## config.mk

```make
export PLATFORM = sky130hd
export DESIGN_NAME = eta_error_monitor
export DESIGN_NICKNAME = d
export VERILOG_FILES = /design/src/rtl/eta_pkg.sv /design/src/rtl/eta_error_monitor_ed_stage.sv /design/src/rtl/eta_error_monitor.sv
export SDC_FILE = /design/constraint.sdc
export NUM_CORES = 1
export LEC_CHECK = 0
export CAP_MARGIN = 15
export CORE_AREA = 5 5 126 152
export DETAILED_ROUTE_END_ITERATION = 8
export DIE_AREA = 0 0 131 157
export PLACE_DENSITY = 0.76
export SLEW_MARGIN = 20
export SYNTH_ARGS = -nofsm -noshare
export SYNTH_HDL_FRONTEND = slang
export SYNTH_HIERARCHICAL = 1
export SYNTH_SLANG_ARGS = --single-unit
export TNS_END_PERCENT = 100
```

## constraint.sdc

```tcl
create_clock -name clk -period 6.43 [get_ports clk]
set_clock_uncertainty 0.1 [all_clocks]
set_input_delay 0.643 -clock clk [delete_from_list [all_inputs] [get_ports clk]]
set_output_delay 0.643 -clock clk [all_outputs]
set_load 0.005 [all_outputs]
```

## src/rtl/eta_pkg.sv

```systemverilog
// Shared types, constants and the error-distance function for the ETA error monitor.
// The ED function works at a fixed maximum width; callers zero-extend and truncate.
package eta_pkg;

    typedef enum logic [1:0] {
        ST_IDLE  = 2'd0,
        ST_RUN   = 2'd1,
        ST_DRAIN = 2'd2,
        ST_DONE  = 2'd3
    } state_t;

    localparam int DRAIN_CYCLES = 2;
    localparam int ED_MAX_W     = 64;

    function automatic logic [ED_MAX_W:0] calc_ed(
        input logic [ED_MAX_W-1:0] a,
        input logic [ED_MAX_W-1:0] b,
        input logic [ED_MAX_W:0]   approx
    );
        logic [ED_MAX_W:0] exact;
        exact = {1'b0, a} + {1'b0, b};
        return (exact >= approx) ? (exact - approx) : (approx - exact);
    endfunction

endpackage

```

## src/rtl/eta_error_monitor_ed_stage.sv

```systemverilog
// Combinational exact sum and |exact - approx| feeding the stage-2 register.
// Zero latency, no flow control; valid for BITWIDTH < 64.
module eta_ed_stage
    import eta_pkg::*;
#(
    parameter int BITWIDTH = 8
) (
    input  logic [BITWIDTH-1:0] a,
    input  logic [BITWIDTH-1:0] b,
    input  logic [BITWIDTH:0]   approx_sum,
    output logic [BITWIDTH:0]   ed
);

    logic [ED_MAX_W:0] w_ed_full;
    logic              w_unused_hi;

    assign w_ed_full = calc_ed({{(ED_MAX_W-BITWIDTH){1'b0}}, a},
                               {{(ED_MAX_W-BITWIDTH){1'b0}}, b},
                               {{(ED_MAX_W-BITWIDTH){1'b0}}, approx_sum});

    // Operands are zero-extended, so the upper bits are always zero.
    assign w_unused_hi = ^w_ed_full[ED_MAX_W:BITWIDTH+1];
    assign ed          = w_ed_full[BITWIDTH:0];

endmodule

```

## src/rtl/eta_error_monitor.sv

```systemverilog
// Error-statistics monitor for approximate adders: accept -> statistics latency 2 cycles,
// one tuple per cycle in RUN; in_ready drops after the last sample of a run.
module eta_error_monitor
    import eta_pkg::*;
#(
    parameter int BITWIDTH = 8,
    parameter int CNT_W    = 16,
    parameter int ACC_W    = 32
) (
    input  logic                clk,
    input  logic                rst,
    input  logic                start,
    input  logic [CNT_W-1:0]    num_samples,
    input  logic                in_valid,
    output logic                in_ready,
    input  logic [BITWIDTH-1:0] a,
    input  logic [BITWIDTH-1:0] b,
    input  logic [BITWIDTH:0]   approx_sum,
    output logic                busy,
    output logic                done,
    output logic [CNT_W-1:0]    sample_count,
    output logic [CNT_W-1:0]    err_count,
    output logic [ACC_W-1:0]    sum_ed,
    output logic [BITWIDTH:0]   max_ed
);

    state_t              r_state;
    state_t              w_state_nxt;
    logic [CNT_W-1:0]    r_remaining;
    logic [1:0]          r_drain_cnt;

    logic                r_s1_vld;
    logic [BITWIDTH-1:0] r_s1_a;
    logic [BITWIDTH-1:0] r_s1_b;
    logic [BITWIDTH:0]   r_s1_approx;
    logic                r_s2_vld;
    logic [BITWIDTH:0]   r_s2_ed;
    logic [BITWIDTH:0]   w_ed;

    logic [CNT_W-1:0]    r_sample_count;
    logic [CNT_W-1:0]    r_err_count;
    logic [ACC_W-1:0]    r_sum_ed;
    logic [BITWIDTH:0]   r_max_ed;
    logic [ACC_W:0]      w_sum_ext;

    logic                w_accept;
    logic                w_start_acc;
    logic                w_last;

    assign in_ready    = (r_state == ST_RUN);
    assign busy        = (r_state != ST_IDLE);
    assign done        = (r_state == ST_DONE);
    assign w_accept    = in_valid & in_ready;
    assign w_start_acc = (r_state == ST_IDLE) & start;
    assign w_last      = w_accept & (r_remaining == CNT_W'(1));

    always_comb begin
        w_state_nxt = r_state;
        case (r_state)
            ST_IDLE: begin
                if (start) begin
                    w_state_nxt = (num_samples != '0) ? ST_RUN : ST_DONE;
                end
            end
            ST_RUN: begin
                if (w_last) begin
                    w_state_nxt = ST_DRAIN;
                end
            end
            ST_DRAIN: begin
                if (r_drain_cnt == 2'(DRAIN_CYCLES - 1)) begin
                    w_state_nxt = ST_DONE;
                end
            end
            default: w_state_nxt = ST_IDLE;
        endcase
    end

    always_ff @(posedge clk or posedge rst) begin
        if (rst) begin
            r_state     <= ST_IDLE;
            r_remaining <= '0;
            r_drain_cnt <= '0;
        end else begin
            r_state     <= w_state_nxt;
            r_drain_cnt <= (r_state == ST_DRAIN) ? r_drain_cnt + 2'd1 : 2'd0;
            if (w_start_acc) begin
                r_remaining <= num_samples;
            end else if (w_accept) begin
                r_remaining <= r_remaining - CNT_W'(1);
            end
        end
    end

    always_ff @(posedge clk or posedge rst) begin
        if (rst) begin
            r_s1_vld    <= 1'b0;
            r_s1_a      <= '0;
            r_s1_b      <= '0;
            r_s1_approx <= '0;
            r_s2_vld    <= 1'b0;
            r_s2_ed     <= '0;
        end else begin
            r_s1_vld <= w_accept;
            r_s2_vld <= r_s1_vld;
            r_s2_ed  <= w_ed;
            if (w_accept) begin
                r_s1_a      <= a;
                r_s1_b      <= b;
                r_s1_approx <= approx_sum;
            end
        end
    end

    eta_ed_stage #(
        .BITWIDTH (BITWIDTH)
    ) u_ed_stage (
        .a          (r_s1_a),
        .b          (r_s1_b),
        .approx_sum (r_s1_approx),
        .ed         (w_ed)
    );

    assign w_sum_ext = {1'b0, r_sum_ed} + {{(ACC_W-BITWIDTH){1'b0}}, r_s2_ed};

    // Clear has priority; the pipeline is always empty in IDLE anyway.
    always_ff @(posedge clk or posedge rst) begin
        if (rst) begin
            r_sample_count <= '0;
            r_err_count    <= '0;
            r_sum_ed       <= '0;
            r_max_ed       <= '0;
        end else if (w_start_acc) begin
            r_sample_count <= '0;
            r_err_count    <= '0;
            r_sum_ed       <= '0;
            r_max_ed       <= '0;
        end else if (r_s2_vld) begin
            r_sample_count <= r_sample_count + CNT_W'(1);
            if (r_s2_ed != '0) begin
                r_err_count <= r_err_count + CNT_W'(1);
            end
            r_sum_ed <= w_sum_ext[ACC_W] ? {ACC_W{1'b1}} : w_sum_ext[ACC_W-1:0];
            if (r_s2_ed > r_max_ed) begin
                r_max_ed <= r_s2_ed;
            end
        end
    end

    assign sample_count = r_sample_count;
    assign err_count    = r_err_count;
    assign sum_ed       = r_sum_ed;
    assign max_ed       = r_max_ed;

endmodule
```

* After elaboration in Yosys (flattened, before gate mapping)
Index checks and enable logic that the tools add are counted.
** Word-level totals
- Flip-flop bits (word level) :: 129
- Bits of input ports :: 45
- Output and inout port bits :: 76
- Logic and storage cells :: 65
** Cells by class
- Add/subtract/negate cells :: 8
- $lt $le $gt $ge :: 2
- Eq/ne operators :: 8
- Multiplexer cells :: 20
- Bitwise operators :: 3
- Reductions and logical operators :: 11
** Operators by type and width (count)
- 2-to-1 mux 16 bit :: 7
- 2-to-1 mux 32 bit :: 3
- >= comparator 65 x 9 -> 1 bit :: 1
- 2-to-1 mux 9 bit :: 4
- adder 32 x 9 -> 33 bit :: 1
- adder 16 x 1 -> 16 bit (second input constant) :: 2
- subtractor 9 bit :: 2
- equality test 16 x 1 -> 1 bit (second input constant) :: 1
- nonzero test 16 bit :: 1
- subtractor 16 x 1 -> 16 bit (second input constant) :: 1
- 2-to-1 mux 2 bit :: 5
- nonzero test 2 bit :: 5
- adder 8 x 8 -> 9 bit :: 1
- > comparator 9 bit :: 1
- nonzero test 9 bit :: 1
- one-hot mux 2 bit (3 select lines) :: 1
- equality test 2 x 1 -> 1 bit (second input constant) :: 2
- equality test 2 bit (second input constant) :: 2
- != test 2 bit (second input constant) :: 2
- AND reduction 2 bit :: 2
- bitwise AND 1 bit :: 3
- AND reduction 3 bit :: 1
- adder 2 x 1 -> 2 bit (second input constant) :: 1
- logical NOT 2 bit :: 1
- != test 2 x 1 -> 1 bit (second input constant) :: 1

* Depth between registers and ports, before layout
- Depth in word-level cells :: 5
- Depth in mapped cells :: 15
- Gate-level depth less buffers :: 13

* By module
Netlist, hierarchy kept.
** Modules (own cells, without submodules)
- eta_error_monitor :: instances 1, cells an instance 651, area each 6533.8 um^2, seq. area each 3228.1 um^2
- eta_ed_stage :: instances 1, cells an instance 172, area each 1226.2 um^2, seq. area each 0.0 um^2

* Worst setup path before layout
OpenSTA, ideal clock, no wires.
- Kind :: register to register
- Start point :: reg r_s1_a[0]
- End point :: reg r_s2_ed[8]
- Library setup time :: 0.080 ns
- Data arrival time :: 3.292 ns
- Required time :: 6.250 ns
- Setup slack :: 2.958 ns
- Cell stages (with the launch flop) :: 16
- Buffers on the path :: 2
- Period minus slack after synthesis :: 3.472 ns
- Cell sequence :: dfrtp_1 > ha_1 > fa_1 > a21o_1 > a21oi_1 > o21bai_1 > a21oi_1 > xnor2_1 > ha_1 > buf_4 > nand4_1 > nor3_1 > or3_1 > buf_6 > mux2_4 > o211ai_2
** Between the ends
- Word-level cells in the longest chain between the ends :: 3
- Elaborated cells on any way between the ends :: 5
- Classes of those cells :: 3 x add/sub; 1 x order compare; 1 x mux
** Ends and longest elaborated chain
- start, declared :: line eta_error_monitor.sv:33 : logic [BITWIDTH-1:0] r_s1_a;
- start signal, assigned :: line eta_error_monitor.sv:98 : r_s1_a <= '0;
- start signal, assigned :: line eta_error_monitor.sv:108 : r_s1_a <= a;
- adder 8 x 8 -> 9 bit (*) :: line eta_pkg.sv:21 : exact = {1'b0, a} + {1'b0, b};
- >= comparator 65 x 9 -> 1 bit or subtractor 9 bit (tied branches) :: line eta_pkg.sv:22 : return (exact >= approx) ? (exact - approx) : (approx - exact);
- 2-to-1 mux 9 bit (*) :: line eta_pkg.sv:22
- net w_ed[8] :: line eta_error_monitor.sv:38 : logic [BITWIDTH:0] w_ed;
- end signal, assigned :: line eta_error_monitor.sv:106 : r_s2_ed <= w_ed;
- end, declared :: line eta_error_monitor.sv:37 : logic [BITWIDTH:0] r_s2_ed;
The timed path passes the listed nets; every way through them passes the cells marked *.
A chain may end at the register's enable or synchronous reset.

* Worst setup path in the final report
Ends and elaborated chain as after synthesis.

==> impl_results.rst <==
.. list-table::
   :header-rows: 1

   * - Metric
     - Value
   * - Initial Utilization
     - 44.7%
   * - Syn. warnings
     - 6
   * - Maximum level of the CTS H-tree
     - 4
   * - Synthesized netlist cell count
     - 823
   * - Ys async rst share
     - 100%
   * - Count of distinct cell types in the synthesized netlist
     - 61
   * - Post-route DRC
     - 0
   * - Clock period minus final worst setup slack
     - 4030 ps
   * - Final net count
     - 1037
   * - Chip width
     - 131 um
   * - Design internal power
     - 3.09 mW
   * - Avg Vias per Cell
     - 5.49
   * - Required time of the worst setup path
     - 6670 ps
   * - Routed via count
     - 6414
   * - Area enclosed by the die boundary
     - 20600 sq um
   * - Setup slack on the worst flop-to-flop path
     - 2400 ps
   * - Syn Area/Cell
     - 9.43 sq um
   * - Detail-routed net length per standard cell
     - 15.7 um
   * - Multiplexer share of the synthesized area
     - 6.79%
   * - Largest area contributor in the netlist
     - dfrtp_1
   * - Area fraction in and, or, nand and nor cells after synthesis
     - 18.2%
   * - Number of clock sinks
     - 129
   * - Vias in the first global route
     - 6245
   * - Antenna violations before repair
     - 0
   * - Worst r2r dst
     - r_s2_ed[8]$_DFF_PP0_
   * - Clock network latency to the later pin of the worst-skew pair
     - 410 ps
   * - Total of cells resized after clock tree synthesis
     - 0
   * - Part of the power in combinational logic
     - 60.4%
   * - Unrepaired setup endpoints after global routing
     - no
   * - Maximum frequency from static timing analysis
     - 248 MHz
   * - Combinational family with the most area after synthesis
     - simple AND/OR/NAND/NOR gates
   * - Critical path capture point type
     - register
   * - Post-route fraction of the period consumed by the critical path
     - 62.6%
   * - Sequential-to-total area share from yosys stat
     - 41.6%
   * - Area post-placement
     - 9140 sq um
   * - Total routing usage reported by global routing
     - 18.3%
   * - Max-capacitance violation count
     - 0
   * - Count of inserted antenna diode cells
     - 0
   * - Proportion of total power due to net switching
     - 44.2%
   * - Summed instance area of the synthesized netlist
     - 7760 sq um
   * - R2r worst-path depth
     - 13
   * - First-pass GRT wire length
     - 30.4 mm
   * - Row Count
     - 53
   * - Area Overhead vs Synth
     - 25.0%
   * - Hold path startpoint
     - r_s1_vld$_DFF_PP0_
   * - Pin count of the biggest net entering global routing
     - 87
   * - Non-filler cells, final
     - 1169
   * - Master cell of the clock root buffer
     - clkbuf_16
   * - Placed Cells
     - 1137
   * - Synthesized netlist net count
     - 924
   * - ANT nets after route
     - 0
   * - Leading cell types by total area after synthesis
     - dfrtp_1, ha_1, nor2_1
   * - Clock slew at the register clock pins of the worst setup and hold paths
     - 60 ps
   * - Worst slew margin relative to its limit
     - 32.0%
   * - Predominant post-synthesis flop cell
     - dfrtp_1
   * - Post-synthesis xor/xnor area fraction
     - 5.98%
   * - Violation count after the first detailed-route iteration
     - 283
   * - Launching element type of the critical path
     - register
   * - Count of endpoints failing setup in the final report
     - 0
   * - FF-to-FF Start
     - r_s1_a[0]$_DFFE_PP0P_
   * - Number of detailed-route iterations in the first pass
     - 5
   * - Clock tree from TritonCTS
     - done
   * - Worst VDD drop
     - 411 uV
   * - Clock power frac
     - 16.1%
   * - Detailed Place HPWL
     - 13.3 mm
   * - Total core area
     - 17400 sq um
   * - Max Fanout on Critical Path
     - 11
   * - Height of the chip
     - 157 um
   * - Transition at the pin with the smallest max-transition slack
     - 1020 ps
   * - Power density of the placed cells
     - 572 nW/um^2
   * - Number of flops mapped to enable cells by yosys
     - 0
   * - Reg power frac
     - 23.4%
   * - Worst hold endpoint
     - r_s2_vld$_DFF_PP0_
   * - Number of synthesized register bits
     - 129
   * - Number of buffers created by CTS
     - 17
   * - Final Slew Violations
     - 0
   * - Global route total overflow
     - 0
   * - Input/output buffers
     - 120
   * - Final hold violation count
     - 0
   * - Finished layout cell area
     - 9700 sq um
   * - Deepest clock path buffer count
     - 2
   * - Switching component of the power
     - 2.45 mW
   * - Final estimated routing congestion in global placement
     - 0.877
   * - Type of the most critical hold path
     - register to register
   * - Share of synthesized cell area in full adder, half adder and majority cells
     - 9.42%
   * - Share of post-route cells with drive strength above 1
     - 8.32%
   * - Number of buffers inserted by post-CTS setup repair
     - 0
   * - Category of the critical setup timing path
     - register to register
   * - Data arrival time of the worst path
     - 4260 ps
   * - Accumulated negative setup slack
     - 0 ps
   * - Leakage component of the power
     - 4.13 nW
   * - Count of cells along the worst hold path
     - 0
   * - Top-area cell type share of the netlist area
     - 41.6%
   * - Num ports
     - 121
   * - Routed Wire Length
     - 18.3 mm
   * - Run status
     - finished clean
   * - Cts-stage hold buffer count
     - 0
   * - Post-synthesis compound-gate area fraction
     - 13.9%
worst max-delay path by stage:
| stage | to | cells past startpoint | slack, ps | from |
|---|---|---|---|---|
| 2_1_floorplan | err_count[0]$_DFFE_PP0P_ | 1 | 2250 | rst |
| 3_3_place_gp | r_s2_ed[6]$_DFF_PP0_ | 13 | 2210 | r_s1_a[0]$_DFFE_PP0P_ |
| 3_5_place_dp | r_s2_ed[7]$_DFF_PP0_ | 13 | 2110 | r_s1_a[0]$_DFFE_PP0P_ |
| 4_1_cts | r_s2_ed[7]$_DFF_PP0_ | 13 | 2030 | r_s1_a[0]$_DFFE_PP0P_ |
| 5_1_grt | r_s2_ed[7]$_DFF_PP0_ | 13 | 2150 | r_s1_a[0]$_DFFE_PP0P_ |
| 6_report | r_s2_ed[8]$_DFF_PP0_ | 13 | 2400 | r_s1_a[0]$_DFFE_PP0P_ |
state kept, by name, indices dropped and copies added, names as in the netlist, 8 cells and up:
signal,flops
err_count,16
r_s1_b,8
r_s1_approx,9
r_remaining,16
r_s2_ed,9
r_s1_a,8
sum_ed,32
sample_count,16
max_ed,9
per-stage QoR:
stage / power, mW / util (%) / hold WS [ps] / worst slack, ps
2_1_floorplan: 3.87 / - / 231 / 2250
3_3_place_gp: 4.54 / 52.6 / 235 / 2210
3_5_place_dp: 4.61 / 52.6 / 237 / 2110
4_1_cts: 5.54 / 55.8 / 253 / 2030
5_1_grt: 6.03 / 55.8 / 263 / 2150
6_report: 5.55 / 55.8 / 255 / 2400
layout make-up:
| cell class | count | area, sq um |
|---|---|---|
| clock buffers | 26 | 489 |
| clock inverters | 6 | 55.1 |
| fillers | 1555 | 7670 |
| inverters | 50 | 193 |
| multi-input cells | 614 | 4230 |
| flip-flops and latches | 129 | 3230 |
| well taps | 220 | 275 |
| repair buffers | 124 | 1230 |
Yosys cell counts (4+ instances only):
cell type / number
buf_1: 4
o21ai_0: 44
nor2_1: 78
nor3_1: 21
a31oi_1: 11
o22ai_1: 6
mux2_2: 25
dfrtp_1: 129
nor4_1: 18
nand2_1: 72
or2_2: 6
nor2b_1: 5
mux2i_1: 23
xor2_1: 25
o21a_1: 5
a211oi_1: 15
and3_1: 6
clkbuf_1: 22
xnor2_1: 28
a21oi_1: 39
nand3_1: 28
o211ai_1: 5
or3_1: 18
fa_1: 4
ha_1: 52
a21o_1: 11
inv_1: 50
nand4_1: 16
o211a_1: 5
logic make-up after synthesis:
kind of cell / after synthesis
flops: 129
fa+ha+maj: 56
compound gates: 168
mux: 49
buf+inv: 80
xor+xnor: 53
simple gates: 288
power by group through the flow:
stage	clock, mW	sequential [mW]	combinational, mW
2_1_floorplan	0	1.25	2.62
3_3_place_gp	0	1.30	3.24
3_5_place_dp	0	1.31	3.30
4_1_cts	0.916	1.30	3.33
5_1_grt	0.952	1.34	3.74
6_report	0.896	1.30	3.35
per-layer routing:
layer  up-vias  share of wire (%)  track usage (%)
li1       3154                  -                -
met3        25                4.9             3.26
met1      3059                 44             23.1
met5         -                  0                0
met2       176                 49             31.6
met4         0                1.7             5.44
cells in the final DEF (no fill, tap or decap), drive strengths merged, types with 11 or more instances in the layout:
master / count
nand3: 28
a21oi: 39
a31oi: 11
clkbuf: 26
ha: 52
inv: 49
a21o: 11
nor4: 18
mux2: 26
xnor2: 28
nor3: 22
nand2: 72
dfrtp: 129
o21ai: 48
or3: 21
a211oi: 16
nand4: 16
nor2: 78
clkdlybuf4s50: 120
mux2i: 23
xor2: 25
worst max-delay path: stages (launching register included):
cell and delay [ps]:
dfrtp_1 380, ha_1 230, fa_1 420, a21o_1 200
a21oi_1 290, o21bai_1 100, a21oi_1 250, xnor2_1 100
ha_1 480, nand4_1 230, nor3_1 350, or3_1 350
mux2_4 340, o211ai_2 130
Note: power is estimated with default switching activity, not from simulation.
